===== src/rtl/fust_issue_table.sv =====
// Issue-side scalar FU status table: dispatch writes rows, writeback wakes them, round-robin issue to execute.
// Optional FUST_WAKEUP_BYPASS_EN: a PEND row whose last pending tag is on writeback this cycle may issue at once.
module fust_issue_table #(
    parameter int N_FU  = 3,
    parameter int FU_W  = 2,
    parameter int TAG_W = 2,
    parameter int ROW_W = 32
) (
    input  logic                CLK,
    input  logic                nRST,
    input  logic                disp_en,
    input  logic [FU_W-1:0]     disp_fu,
    input  logic [ROW_W-1:0]    disp_payload,
    input  logic [TAG_W-1:0]    disp_t1,
    input  logic [TAG_W-1:0]    disp_t2,
    output logic                disp_err,
    output logic [N_FU-1:0]     fust_busy,
    output logic [2*N_FU-1:0]   fust_state,
    input  logic                wb_valid,
    input  logic [TAG_W-1:0]    wb_tag,
    output logic                issue_valid,
    input  logic                issue_ready,
    output logic [FU_W-1:0]     issue_fu,
    output logic [ROW_W-1:0]    issue_payload,
    input  logic [N_FU-1:0]     fu_done,
    input  logic                flush
);
    // state    | meaning
    // ST_IDLE  | row free, may be written by dispatch
    // ST_PEND  | row written, waiting on at least one producer tag
    // ST_READY | operands ready, eligible for issue
    // ST_EXEC  | issued, waiting for fu_done
    typedef enum logic [1:0] {ST_IDLE = 2'd0, ST_PEND = 2'd1, ST_READY = 2'd2, ST_EXEC = 2'd3} row_state_t;

    row_state_t         st_q  [N_FU];
    row_state_t         st_d  [N_FU];
    logic [TAG_W-1:0]   t1_q  [N_FU];
    logic [TAG_W-1:0]   t2_q  [N_FU];
    logic [TAG_W-1:0]   t1_d  [N_FU];
    logic [TAG_W-1:0]   t2_d  [N_FU];
    logic [ROW_W-1:0]   pl_q  [N_FU];
    logic [N_FU-1:0]    acc;
    logic [N_FU-1:0]    cand_ok;
    logic [FU_W-1:0]    rr_ptr_q, rr_ptr_d, lock_idx_q, lock_idx_d, cand_idx;
    logic               lock_q, lock_d, err_d, cand_found, hs;

    function automatic logic [TAG_W-1:0] wb_clr(input logic [TAG_W-1:0] t, input logic v,
                                                input logic [TAG_W-1:0] wt);
        return (v && wt != '0 && t == wt) ? '0 : t;
    endfunction

    always_comb begin
        cand_ok    = '0;
        cand_found = 1'b0;
        cand_idx   = '0;
        for (int i = 0; i < N_FU; i++) begin
            cand_ok[i] = (st_q[i] == ST_READY);
`ifdef FUST_WAKEUP_BYPASS_EN
            if (st_q[i] == ST_PEND && wb_clr(t1_q[i], wb_valid, wb_tag) == '0 &&
                wb_clr(t2_q[i], wb_valid, wb_tag) == '0)
                cand_ok[i] = 1'b1;
`endif
        end
        // Round-robin search starting at rr_ptr
        for (int k = 0; k < N_FU; k++) begin
            int idx;
            idx = (int'(rr_ptr_q) + k) % N_FU;
            if (!cand_found && cand_ok[idx]) begin
                cand_found = 1'b1;
                cand_idx   = FU_W'(idx);
            end
        end

        issue_valid   = !flush && (lock_q || cand_found);
        issue_fu      = lock_q ? lock_idx_q : cand_idx;
        issue_payload = '0;
        for (int i = 0; i < N_FU; i++)
            if (issue_fu == FU_W'(i)) issue_payload = pl_q[i];
        hs = issue_valid && issue_ready;

        acc = '0;
        for (int i = 0; i < N_FU; i++) begin
            t1_d[i] = wb_clr(t1_q[i], wb_valid, wb_tag);
            t2_d[i] = wb_clr(t2_q[i], wb_valid, wb_tag);
            st_d[i] = st_q[i];
            case (st_q[i])
                ST_PEND: if (t1_d[i] == '0 && t2_d[i] == '0) st_d[i] = ST_READY;
                ST_EXEC: if (fu_done[i]) st_d[i] = ST_IDLE;
                default: ;
            endcase
            if (hs && issue_fu == FU_W'(i)) st_d[i] = ST_EXEC;
            if (flush && (st_q[i] == ST_PEND || st_q[i] == ST_READY)) st_d[i] = ST_IDLE;
            // A row retiring this cycle may be rewritten immediately
            if (disp_en && !flush && disp_fu == FU_W'(i) &&
                (st_q[i] == ST_IDLE || (st_q[i] == ST_EXEC && fu_done[i]))) begin
                acc[i]  = 1'b1;
                t1_d[i] = wb_clr(disp_t1, wb_valid, wb_tag);
                t2_d[i] = wb_clr(disp_t2, wb_valid, wb_tag);
                st_d[i] = (t1_d[i] == '0 && t2_d[i] == '0) ? ST_READY : ST_PEND;
            end
        end
        err_d = disp_en && !flush && (acc == '0);

        lock_d     = lock_q;
        lock_idx_d = lock_idx_q;
        if (flush || hs) begin
            lock_d = 1'b0;
        end else if (issue_valid && !lock_q) begin
            lock_d     = 1'b1;
            lock_idx_d = cand_idx;
        end

        rr_ptr_d = rr_ptr_q;
        if (hs) rr_ptr_d = (issue_fu == FU_W'(N_FU - 1)) ? '0 : issue_fu + 1'b1;

        for (int i = 0; i < N_FU; i++) begin
            fust_busy[i]        = (st_q[i] != ST_IDLE);
            fust_state[2*i +: 2] = st_q[i];
        end
    end

    always_ff @(posedge CLK or negedge nRST) begin
        if (!nRST) begin
            for (int i = 0; i < N_FU; i++) begin
                st_q[i] <= ST_IDLE;
                t1_q[i] <= '0;
                t2_q[i] <= '0;
                pl_q[i] <= '0;
            end
            rr_ptr_q   <= '0;
            lock_q     <= 1'b0;
            lock_idx_q <= '0;
            disp_err   <= 1'b0;
        end else begin
            for (int i = 0; i < N_FU; i++) begin
                st_q[i] <= st_d[i];
                t1_q[i] <= t1_d[i];
                t2_q[i] <= t2_d[i];
                if (acc[i]) pl_q[i] <= disp_payload;
            end
            rr_ptr_q   <= rr_ptr_d;
            lock_q     <= lock_d;
            lock_idx_q <= lock_idx_d;
            disp_err   <= err_d;
        end
    end
endmodule


===== config.mk =====
export PLATFORM = sky130hd
export DESIGN_NAME = fust_issue_table
export DESIGN_NICKNAME = d
export VERILOG_FILES = /design/src/rtl/fust_issue_table.sv
export SDC_FILE = /design/constraint.sdc
export NUM_CORES = 1
export LEC_CHECK = 0
export CORE_UTILIZATION = 50
export CTS_CLUSTER_DIAMETER = 50
export DETAILED_ROUTE_END_ITERATION = 16
export GPL_ROUTABILITY_DRIVEN = 1
export PLACE_DENSITY = 0.81
export SETUP_SLACK_MARGIN = 0.1
export SLEW_MARGIN = 10
export SYNTH_ARGS = -nofsm -noshare
export SYNTH_HDL_FRONTEND = slang
export SYNTH_SLANG_ARGS = --single-unit

===== constraint.sdc =====
create_clock -name CLK -period 2.6 [get_ports CLK]
set_clock_uncertainty 0.15 [all_clocks]
set_input_delay 0.52 -clock CLK [delete_from_list [all_inputs] [get_ports CLK]]
set_output_delay 0.52 -clock CLK [all_outputs]
set_load 0.005 [all_outputs]

==> results.md, run 1 <==
* Crit-path max FO at 5
* Vias per std cell at 5.81
* TritonCTS buffer count at 17
* Main synth FF type: dfrtp_1
* CTS tree: yes
* Mean post-synth cell area at approximately 8.5 um2
* Share of cells above drive strength 1 at 22.6%
* Synth warn at 0
* Seq/Total Area, Yosys at 46.6%
* Post-Synth XOR/XNOR Area at under 10%
* DR DRC count at 0
* First-pass GRT wire length at 31800 um
* Ys async rst share at 100%
* Compound-Gate Fraction of Synth Area at 11.7%
* Hold Path Sink: pl_q[46]
* Finished Core Util at 72.2%
* Chip Width at about 120 um
* GRT Util Overall at about a third
* EDFF count, synth at 0
* P&R area growth vs syn at 40.9%
* Slew Viols, Final at 0
* Syn_nets at 826
* Fmax achieved at 294 MHz
* WP buf/inv at 5
* GPL Wtd Cong at 0.868
* Arr. time, crit path at 2.73 ns
* Minimum clock period after layout at roughly 3.4 ns
* Reg2reg setup slack at approximately 0.070 ns
* Die height at about 120 um
* Worst skew pair latency at roughly 0.42 ns
* Routed length per instance at 19.9 um
* Largest net degree at the start of global routing at 45
* Initial Util at between 50 and 60%
* Nets at roughly 980
* Cell family with the largest share of critical-path delay: buffers and inverters
* Mapped Cells at approximately 760
* Slowest CP cell: dfrtp_2
* GRT Residual Overflow at 0
* Core Area at roughly 0.013 mm2
* Routed WL at 21900 um
* Number of top-level pins at 94
* N_diodes at 0
* Hold path depth at 2
* HP Class: reg -> reg
* Drt initial violations at 794
* Netlist Area Pre-Place at between 0.006 and 0.007 mm2
* Clk sink count at 120
* Pwr dens at 1490 mW/mm2
* Crit-path most repeated cell: buf_12
* Port buffer count at 93
* Worst Path Required at 1.93 ns
* Adder-Cell Fraction of Synth Area at 4.08%
* Crit path capture type: output pin
* Critical R2R Capture: lock_idx_q[1]
* H-tree depth at 4
* Number of antenna violations at the first check in global routing at 0
* Final period util at 131%
* Distinct cells, synth at 59
* Max-cap viol count at 0
* Vias after detailed routing at 6370
* Critical hold path startpoint: pl_q[46]
* Largest family of logic cells by synthesized area: simple AND/OR/NAND/NOR gates
* Worst slew pin tran at 0.561 ns
* Die area at 0.0133 mm2
* Synth Area in Simple Gates at 24.6%
* Worst Hold Margin at 0.326 ns
* Lkg Pwr at around 4.5 nW
* Worst Slack Setup Final at -0.799 ns
* Origin of the critical flop-to-flop path: rr_ptr_q[1]
* Setup violations, final at 35
* Slew HR at 62.5%
* RSZ-0062 raised after global routing: true
* Initial DRT Pass Iterations at 6
* DRT antenna net count at 0
* Reg clk slew, reported paths at 0.06 ns
* Status: finished, violations left
* Setup CP Type: reg -> out
* Failing checks: setup timing
* HPWL after DPL at 11300 um
* IR drop worst, VDD at 0.682 mV
* Vias in the first global route at 6329
* Root Driver: clkbuf_16
* Post-synthesis register bit count at 120
* Post-synthesis mux area share at 5.79%
* R2R depth at 9
* Final Hold Viols at 0
* Longest Clk Path Bufs at 2
* Slowest stage delay, CP at 0.47 ns
* Startpoint class of the critical path: register
* Row cnt at between 40 and 50
* Design Power at 13.5 mW
* Crit-path cells: inv_4 > ha_4 > mux2i_4 > o21bai_4 > a21o_4 > buf_12 > nand2_8 > buf_12 > buf_6 > mux2i_1 > o21ai_2 > buf_2
## worst register-to-register path, delay by kind of cell, from the launching register on
kind                       cells  cell delay (ns)
AOI/OAI and AO/OA              3             0.62
muxes                          1             0.35
buffers and inverters          3             0.49
adders and majority gates      1             0.16
DFF                            1             0.47
and+or+nand+nor                1             0.16
## flip-flops by register name (all words and copies together) (netlist names)
name and flops:
t2_q 6, t1_q 6, fust_state 6, disp_err 1
pl_q 96, lock_q 1, lock_idx_q 2, rr_ptr_q 2
## layout by cell type, fill, tap and decap left out, types with 9 or more instances in the layout
master / synthesis / routed
mux2i_1: 35 / 24
clkbuf_16: 0 / 18
o211ai_1: 12 / 12
ha_1: 21 / 17
buf_2: 14 / 32
o21ai_1: 37 / 32
buf_4: 2 / 46
inv_1: 20 / 18
buf_6: 6 / 14
a21oi_1: 11 / 9
nand2b_1: 9 / 9
buf_12: 0 / 20
nor2_1: 12 / 11
nand2_1: 336 / 329
clkdlybuf4s50_1: 0 / 57
dfrtp_1: 120 / 119
o21ai_2: 5 / 12
o21ai_0: 22 / 20
xor2_1: 16 / 16
## power by group
group,leakage (nW),switching (mW),internal (mW)
clock network,0.303,0.860,1.60
logic,2.61,3.77,3.94
registers,1.54,0.686,2.69
## synth_stat cells, drive strengths merged (8+ instances only)
| cell | instances | area [um2] |
|---|---|---|
| mux2i | 35 | 350 |
| inv | 21 | 78.8 |
| ha | 21 | 263 |
| a21oi | 12 | 63.8 |
| o211ai | 12 | 90.1 |
| buf | 25 | 198 |
| nand2b | 9 | 56.3 |
| nor2 | 14 | 57.6 |
| clkbuf | 13 | 48.8 |
| dfrtp | 120 | 3000 |
| xor2 | 16 | 140 |
| nor2b | 8 | 50.1 |
| o21ai | 64 | 339 |
| nand2 | 339 | 1280 |
## how the worst max path moves through the flow
stage                startpoint                end  slack (ns)  cells past startpoint
finish              rr_ptr_q[1]  issue_payload[13]       -0.80                     12
global placement    rr_ptr_q[0]  issue_payload[13]       -0.47                     10
global route        rr_ptr_q[0]  issue_payload[31]       -0.84                     12
detailed placement  rr_ptr_q[0]  issue_payload[23]       -0.60                     10
CTS                 rr_ptr_q[1]  issue_payload[25]       -0.68                     12
floorplan           rr_ptr_q[0]  issue_payload[11]        0.13                     10
## layout make-up
cell class,count,area [um2]
Fill cell,827,3500
Tap cell,172,215
Sequential cell,120,3000
Inverter,21,81.3
Clock inverter,8,119
Multi-Input combinational cell,577,3420
Timing Repair Buffer,175,1750
Clock buffer,23,488
## per-layer routing
layer | vias up | GRT usage (%) | share of wire (%)
met4 | 0 | 18.9 | 4.7
met2 | 394 | 52.5 | 50
met3 | 114 | 8.32 | 7.9
met1 | 3087 | 37.0 | 38
met5 | - | 0 | 0
li1 | 2775 | - | -
## cells by family (layout without fill, tap and decap cells)
logic type               Yosys count  after routing
flip-flops                       120            120
AO/OA/AOI/OAI                    115            115
adder cells (fa/ha/maj)           21             21
AND/OR/NAND/NOR                  388            388
XOR/XNOR                          16             16
multiplexers                      37             37
buffers and inverters             59            227
## metrics by stage
stage          setup TNS [ns]  worst slack, ns  std cells  cell area, um2
4_1_cts                -20.55           -0.681       1092            8890
6_report               -24.33           -0.799       1096            9070
3_3_place_gp           -14.70           -0.467       1039            7970
2_1_floorplan               0            0.133        756            6440
3_5_place_dp           -18.52           -0.597       1039            7970
5_1_grt                -25.77           -0.840       1096            9070
## timing repair
action                                 in CTS  in global routing
hold buffers                                1                  0
endpoints found under the hold margin      29                  0
gates resized for setup                   181                 37
buffers inserted                           18                  5
gates cloned                                3                  1
setup endpoints to repair                  42                 44
pin swaps                                  40                 27
Note: power is estimated with default switching activity, not from simulation.
==> run 2, diff against run 1 <==
Settings changed: CORE_ASPECT_RATIO set to 1.25, MAX_ROUTING_LAYER set to met4.
==> run 2 against run 1 <==
The flow still finishes with violations (setup timing); first-iteration DRC count down 13%; worst setup slack better by 0.078 ns; register-to-register slack worse by 0.04 ns; total power up 13%; final cell count up 2.2%; critical path depth down 2; cell area up 6.1%; core utilization up 4.2 points; sequential power up 2%.
==> results.md, run 2 (synthesis results as in run 1) <==
* Hold path depth at 2 (unchanged)
* Worst slew pin tran at 0.571 ns (was 0.561 ns)
* CTS tree: yes (unchanged)
* Vias in the first global route at 6584 (was 6329)
* HPWL after DPL at 10900 um (was 11300 um)
* Max-cap viol count at 0 (unchanged)
* Hold Path Sink: pl_q[53] (was pl_q[46])
* Initial DRT Pass Iterations at 6 (unchanged)
* RSZ-0062 raised after global routing: true (unchanged)
* Worst skew pair latency at 0.42 ns (about the same)
* Most frequent cells in the layout: nand2_1, dfrtp_1, buf_4 (was nand2_1, dfrtp_1, clkdlybuf4s50_1)
* Final Hold Viols at 0 (unchanged)
* Routed WL at 23200 um (was 21900 um)
* Share of cells above drive strength 1 at 29.1% (was 22.6%)
* Worst Slack Setup Final at -0.722 ns (was -0.799 ns)
* Root Driver: clkbuf_16 (unchanged)
* Worst Hold Margin at 0.326 ns (about the same)
* Status: finished, violations left (unchanged)
* Max FFs per register at 96 (unchanged)
* Slew HR at 61.6% (was 62.5%)
* Most common cell after layout, fill and taps aside: nand2_1 (unchanged)
* DR DRC count at 0 (unchanged)
* Vias after detailed routing at 6609 (was 6370)
* Longest Clk Path Bufs at 2 (unchanged)
* Row cnt at 46 (was 41)
* Startpoint class of the critical path: register (unchanged)
* Number of top-level pins at 94 (unchanged)
* TritonCTS buffer count at 17 (unchanged)
* IR drop worst, VDD at 0.844 mV (was 0.682 mV)
* GRT Residual Overflow at 0 (unchanged)
* HP Class: reg -> reg (unchanged)
* Setup CP Type: reg -> out (unchanged)
* P&R area growth vs syn at 49.6% (was 40.9%)
* Slowest CP cell: dfrtp_2 (unchanged)
* Routed length per instance at 20.7 um (was 19.9 um)
* Core Area at 0.0126 mm2 (about the same)
* Chip Width at 104 um (was 115 um)
* First-pass GRT wire length at 34300 um (was 31800 um)
* Final period util at 128% (was 131%)
* GRT Util Overall at 34.7% (was 31.6%)
* Slowest stage delay, CP at 0.47 ns (about the same)
* Critical R2R Capture: fust_state[2] (was lock_idx_q[1])
* Design Power at 15.3 mW (was 13.5 mW)
* N_diodes at 0 (unchanged)
* Crit path capture type: output pin (unchanged)
* H-tree depth at 4 (unchanged)
* Fmax achieved at 301 MHz (was 294 MHz)
* Minimum clock period after layout at 3.32 ns (was 3.40 ns)
* Arr. time, crit path at 2.65 ns (was 2.73 ns)
* Pre-CTS setup slack at -0.511 ns (was -0.597 ns)
* Pwr dens at 1590 mW/mm2 (was 1490 mW/mm2)
* Clk sink count at 120 (unchanged)
* Initial Util at 51.1% (was 51.2%)
* Nets at 1009 (was 982)
* Worst Path Required at 1.93 ns (about the same)
* Port buffer count at 93 (unchanged)
* Reg2reg setup slack at 0.03 ns (was 0.07 ns)
* Largest Register: pl_q (unchanged)
* Crit-path max FO at 6 (was 5)
* R2R depth at 12 (was 9)
* Setup violations, final at 35 (unchanged)
* Crit-path most repeated cell: buf_6 (was buf_12)
* GPL Wtd Cong at 0.811 (was 0.868)
* Reg clk slew, reported paths at 0.06 ns (about the same)
* Largest net degree at the start of global routing at 55 (was 45)
* Origin of the critical flop-to-flop path: rr_ptr_q[1] (unchanged)
* Die height at 129 um (was 115 um)
* Final Non-Filler Cells at 1120 (was 1096)
* Critical hold path startpoint: pl_q[53] (was pl_q[46])
* Lkg Pwr at 4.68 nW (was 4.45 nW)
* Slew Viols, Final at 0 (unchanged)
* Total placed cells including tap cells at 1029 (was 1039)
* DRT antenna net count at 0 (unchanged)
* Die area at 0.0133 mm2 (about the same)
* Crit-path cells: ha_4 > buf_6 > nand4b_1 > a21o_4 > nand2_8 > buf_4 > buf_6 > mux2i_2 > o21ai_1 > buf_2 (was inv_4 > ha_4 > mux2i_4 > o21bai_4 > a21o_4 > buf_12 > nand2_8 > buf_12 > buf_6 > mux2i_1 > o21ai_2 > buf_2)
* Drt initial violations at 691 (was 794)
* Number of antenna violations at the first check in global routing at 0 (unchanged)
* Vias per std cell at 5.90 (was 5.81)
* Failing checks: setup timing (unchanged)
## run 2: cell count changes in the layout (fill, tap and decap cells not counted), moves of 4 or more
cell        before  now
nand2_1        329  314
clkinv_2         4    0
o21ai_1         32   27
buf_4           46   58
nand2_2          7   19
mux2i_2          5    9
buf_6           14   27
o21ai_2         12   16
mux2i_1         24   17
clkinvlp_4       0    5
## run 2: worst max-delay path, delay by kind of cell (launching register included)
family | cells | cell delay (ns)
flip-flops | 1 | 0.47
AND/OR/NAND/NOR | 2 | 0.29
multiplexers | 1 | 0.24
adder cells (fa/ha/maj) | 1 | 0.32
buffers and inverters | 4 | 0.50
AO/OA/AOI/OAI | 2 | 0.41
## run 2: worst max path at each step
stage                   endpoint         from  slack [ns]
6_report        issue_payload[3]  rr_ptr_q[1]       -0.72
5_1_grt        issue_payload[11]  rr_ptr_q[0]       -0.75
4_1_cts        issue_payload[27]  rr_ptr_q[1]       -0.64
3_5_place_dp    issue_payload[1]  rr_ptr_q[0]       -0.51
3_3_place_gp    issue_payload[1]  rr_ptr_q[0]       -0.47
2_1_floorplan  issue_payload[11]  rr_ptr_q[0]        0.13
## run 2: cell type report
type / instances / area, um2
Clock buffer: 18 / 439
Clock inverter: 14 / 223
Fill cell: 751 / 2980
Inverter: 21 / 81.3
Multi-Input combinational cell: 577 / 3650
Sequential cell: 120 / 3000
Tap cell: 168 / 210
Timing Repair Buffer: 202 / 2030
## run 2: power by group
| part | leakage (nW) | internal (mW) | switching (mW) | total (mW) |
|---|---|---|---|---|
| registers | 1.54 | 2.69 | 0.744 | 3.44 |
| logic | 2.83 | 4.87 | 4.37 | 9.24 |
| clock network | 0.305 | 1.73 | 0.913 | 2.64 |
| total | 4.68 | 9.29 | 6.02 | 15.3 |
## run 2: repair_timing
item,4_1_cts,5_1_grt
buffers inserted,56,13
hold buffers,1,0
setup endpoints to repair,35,46
gates resized for setup,252,65
cloned,6,2
pin swaps,44,40
endpoints found under the hold margin,20,0
## run 2: metrics by stage
step | utilization [%] | area (um2) | setup TNS [ns]
floorplan | - | 6440 | 0
global placement | 62.3 | 7850 | -13.46
detailed placement | 62.3 | 7850 | -14.74
CTS | 74.6 | 9410 | -21.16
global route | 76.4 | 9630 | -23.85
finish | 76.4 | 9630 | -21.97
## run 2: metal layers
layer / GRT usage [%] / routed length, um
met4: 19.9 / 1350
met2: 58.4 / 11800
met5: - / 0
met3: 6.23 / 1580
met1: 39.0 / 8470
==> run 3, diff against run 2 <==
Settings changed: CAP_MARGIN set to 20, CORE_UTILIZATION 50 to 55, PLACE_DENSITY 0.81 to 0.88.
Clock period 2.6 ns to 3.4 ns, I/O delays scaled along.
==> run 3 against run 2 <==
The run still ends with setup timing left; sequential share of layout area up 3.2 points; first-iteration DRC count up 32%; final cell count down 7.2%; critical endpoint is now issue_payload[1].
==> results.md, run 3 (synthesis results as in run 1) <==
* Status: finished, violations left (unchanged)
* Failing checks: setup timing (unchanged)
* Crit path capture type: output pin (unchanged)
* GRT Util Overall at 38.3% (was 34.7%)
* Port buffer count at 93 (unchanged)
* DR DRC count at 0 (unchanged)
* Worst skew pair latency at 0.43 ns (was 0.42 ns)
* Chip Width at 98.8 um (was 104 um)
* First-pass GRT wire length at 34100 um (was 34300 um)
* TritonCTS buffer count at 17 (unchanged)
* Worst Slack Setup Final at -0.377 ns (was -0.722 ns)
* Lkg Pwr at 4.34 nW (was 4.68 nW)
* Pwr dens at 1220 mW/mm2 (was 1590 mW/mm2)
* Drt initial violations at 910 (was 691)
* Post-CTS Hold Buffers at 0 (was 1)
* DRT antenna net count at 0 (unchanged)
* N_diodes at 0 (unchanged)
* Worst slew pin tran at 0.843 ns (was 0.571 ns)
* Crit-path max FO at 5 (was 6)
* Startpoint class of the critical path: register (unchanged)
* Largest Register: pl_q (unchanged)
* Worst Path Required at 2.57 ns (was 1.93 ns)
* Initial Util at 57.3% (was 51.1%)
* IR drop worst, VDD at 0.721 mV (was 0.844 mV)
* Setup CP Type: reg -> out (unchanged)
* Share of cells above drive strength 1 at 21.0% (was 29.1%)
* HPWL after DPL at 10500 um (was 10900 um)
* Reg2reg setup slack at 0.38 ns (was 0.03 ns)
* Vias per std cell at 6.49 (was 5.90)
* RSZ-0062 raised after global routing: true (unchanged)
* Design Power at 10.7 mW (was 15.3 mW)
* Setup violations, final at 34 (was 35)
* Row cnt at 43 (was 46)
* Longest Clk Path Bufs at 2 (unchanged)
* Max-cap viol count at 0 (unchanged)
* HP Class: in -> async (was reg -> reg)
* Fmax achieved at 265 MHz
* Most frequent cells in the layout: nand2_1, dfrtp_1, clkdlybuf4s50_1 (was nand2_1, dfrtp_1, buf_4)
* Largest net degree at the start of global routing at 63 (was 55)
* Final period util at 111%
* Setup TNS at -7.02 ns (was -21.97 ns)
* Slew Viols, Final at 0 (unchanged)
* Die area at 0.0121 mm2 (was 0.0133 mm2)
* CTS tree: yes (unchanged)
* Routed length per instance at 23.6 um (was 20.7 um)
* Root Driver: clkbuf_16 (unchanged)
* Initial DRT Pass Iterations at 8 (was 6)
* Nets at 962 (was 1009)
* Pre-CTS setup slack at 0.00435 ns (was -0.511 ns)
* Max FFs per register at 96 (unchanged)
* Vias in the first global route at 6524 (was 6584)
* Number of antenna violations at the first check in global routing at 0 (unchanged)
* Arr. time, crit path at 2.95 ns (was 2.65 ns)
* Number of top-level pins at 94 (unchanged)
* Die height at 123 um (was 129 um)
* Slew HR at 43.8% (was 61.6%)
* Reg clk slew, reported paths at 0.07 ns (was 0.06 ns)
* Minimum clock period after layout at 3.78 ns
* GPL Wtd Cong at 0.879 (was 0.811)
* Routed WL at 24600 um (was 23200 um)
* H-tree depth at 4 (unchanged)
* GRT Residual Overflow at 0 (unchanged)
* Core Area at 0.0112 mm2 (was 0.0126 mm2)
* Clk sink count at 120 (unchanged)
* Most common cell after layout, fill and taps aside: nand2_1 (unchanged)
* Vias after detailed routing at 6747 (was 6609)
* Final Hold Viols at 0 (unchanged)
* P&R area growth vs syn at 35.8% (was 49.6%)
run 3: changes by cell type in the layout (fill, tap and decap cells not counted), moves of 8 or more:
cell / previous run / this run
buf_6: 27 / 15
clkbuf_2: 0 / 13
nand2_2: 19 / 8
mux2i_4: 9 / 1
buf_4: 58 / 35
nand2_1: 314 / 326
buf_2: 33 / 19
buf_12: 18 / 7
run 3: worst paths after layout:
kind,from,endpoint,cells after the start
worst min register to register,pl_q[83],pl_q[83],2
worst max register to register,rr_ptr_q[1],fust_state[1],11
worst max-delay path,rr_ptr_q[1],issue_payload[1],10
min in group CLK,pl_q[83],pl_q[83],2
max in group asynchronous,nRST,pl_q[68],2
worst min-delay path,nRST,pl_q[91],1
run 3: worst max-delay path, stage by stage (launching register included):
cell and delay, ns:
dfrtp_1 0.41, inv_2 0.16, ha_4 0.23, mux2i_4 0.39, o21bai_2 0.12, a21o_4 0.23
nand2_8 0.09, buf_4 0.12, mux2i_2 0.49, o21ai_4 0.11, buf_2 0.15
run 3: per-layer routing:
layer  GRT usage (%)  share of wire, %  vias to the layer above
met3            8.37                12                      222
met2            61.1                46                      619
li1                -                 -                     2739
met5               -                 0                        -
met4            23.7               8.8                        0
met1            44.5                33                     3167
run 3: final cells by class:
class / instances / area (um2)
multi-input combinational: 577 / 3390
timing repair buffer: 155 / 1480
fill: 626 / 2500
inverter: 21 / 78.8
sequential: 120 / 3000
clock buffer: 21 / 450
tap: 135 / 169
clock inverter: 10 / 175
run 3: per-stage QoR:
stage / instance area [um2] / util [%] / hold WS [ns] / std cells
after detailed placement: 7540 / 67.1 / 0.312 / 972
after floorplan: 6440 / - / 0.234 / 756
after global routing: 8740 / 77.7 / 0.281 / 1039
after global placement: 7540 / 67.1 / 0.307 / 972
final: 8740 / 77.7 / 0.213 / 1039
after CTS: 8500 / 75.6 / 0.229 / 1029
run 3: what timing repair did:
item,CTS,global route
setup endpoints to repair,35,34
pin swaps,11,11
cloned,2,3
gates resized for setup,138,66
buffers inserted,24,7
run 3: power breakdown:
group	internal [mW]	total [mW]	switching, mW
clock	1.31	1.97	0.658
sequential	2.06	2.60	0.543
combinational	2.89	6.09	3.20
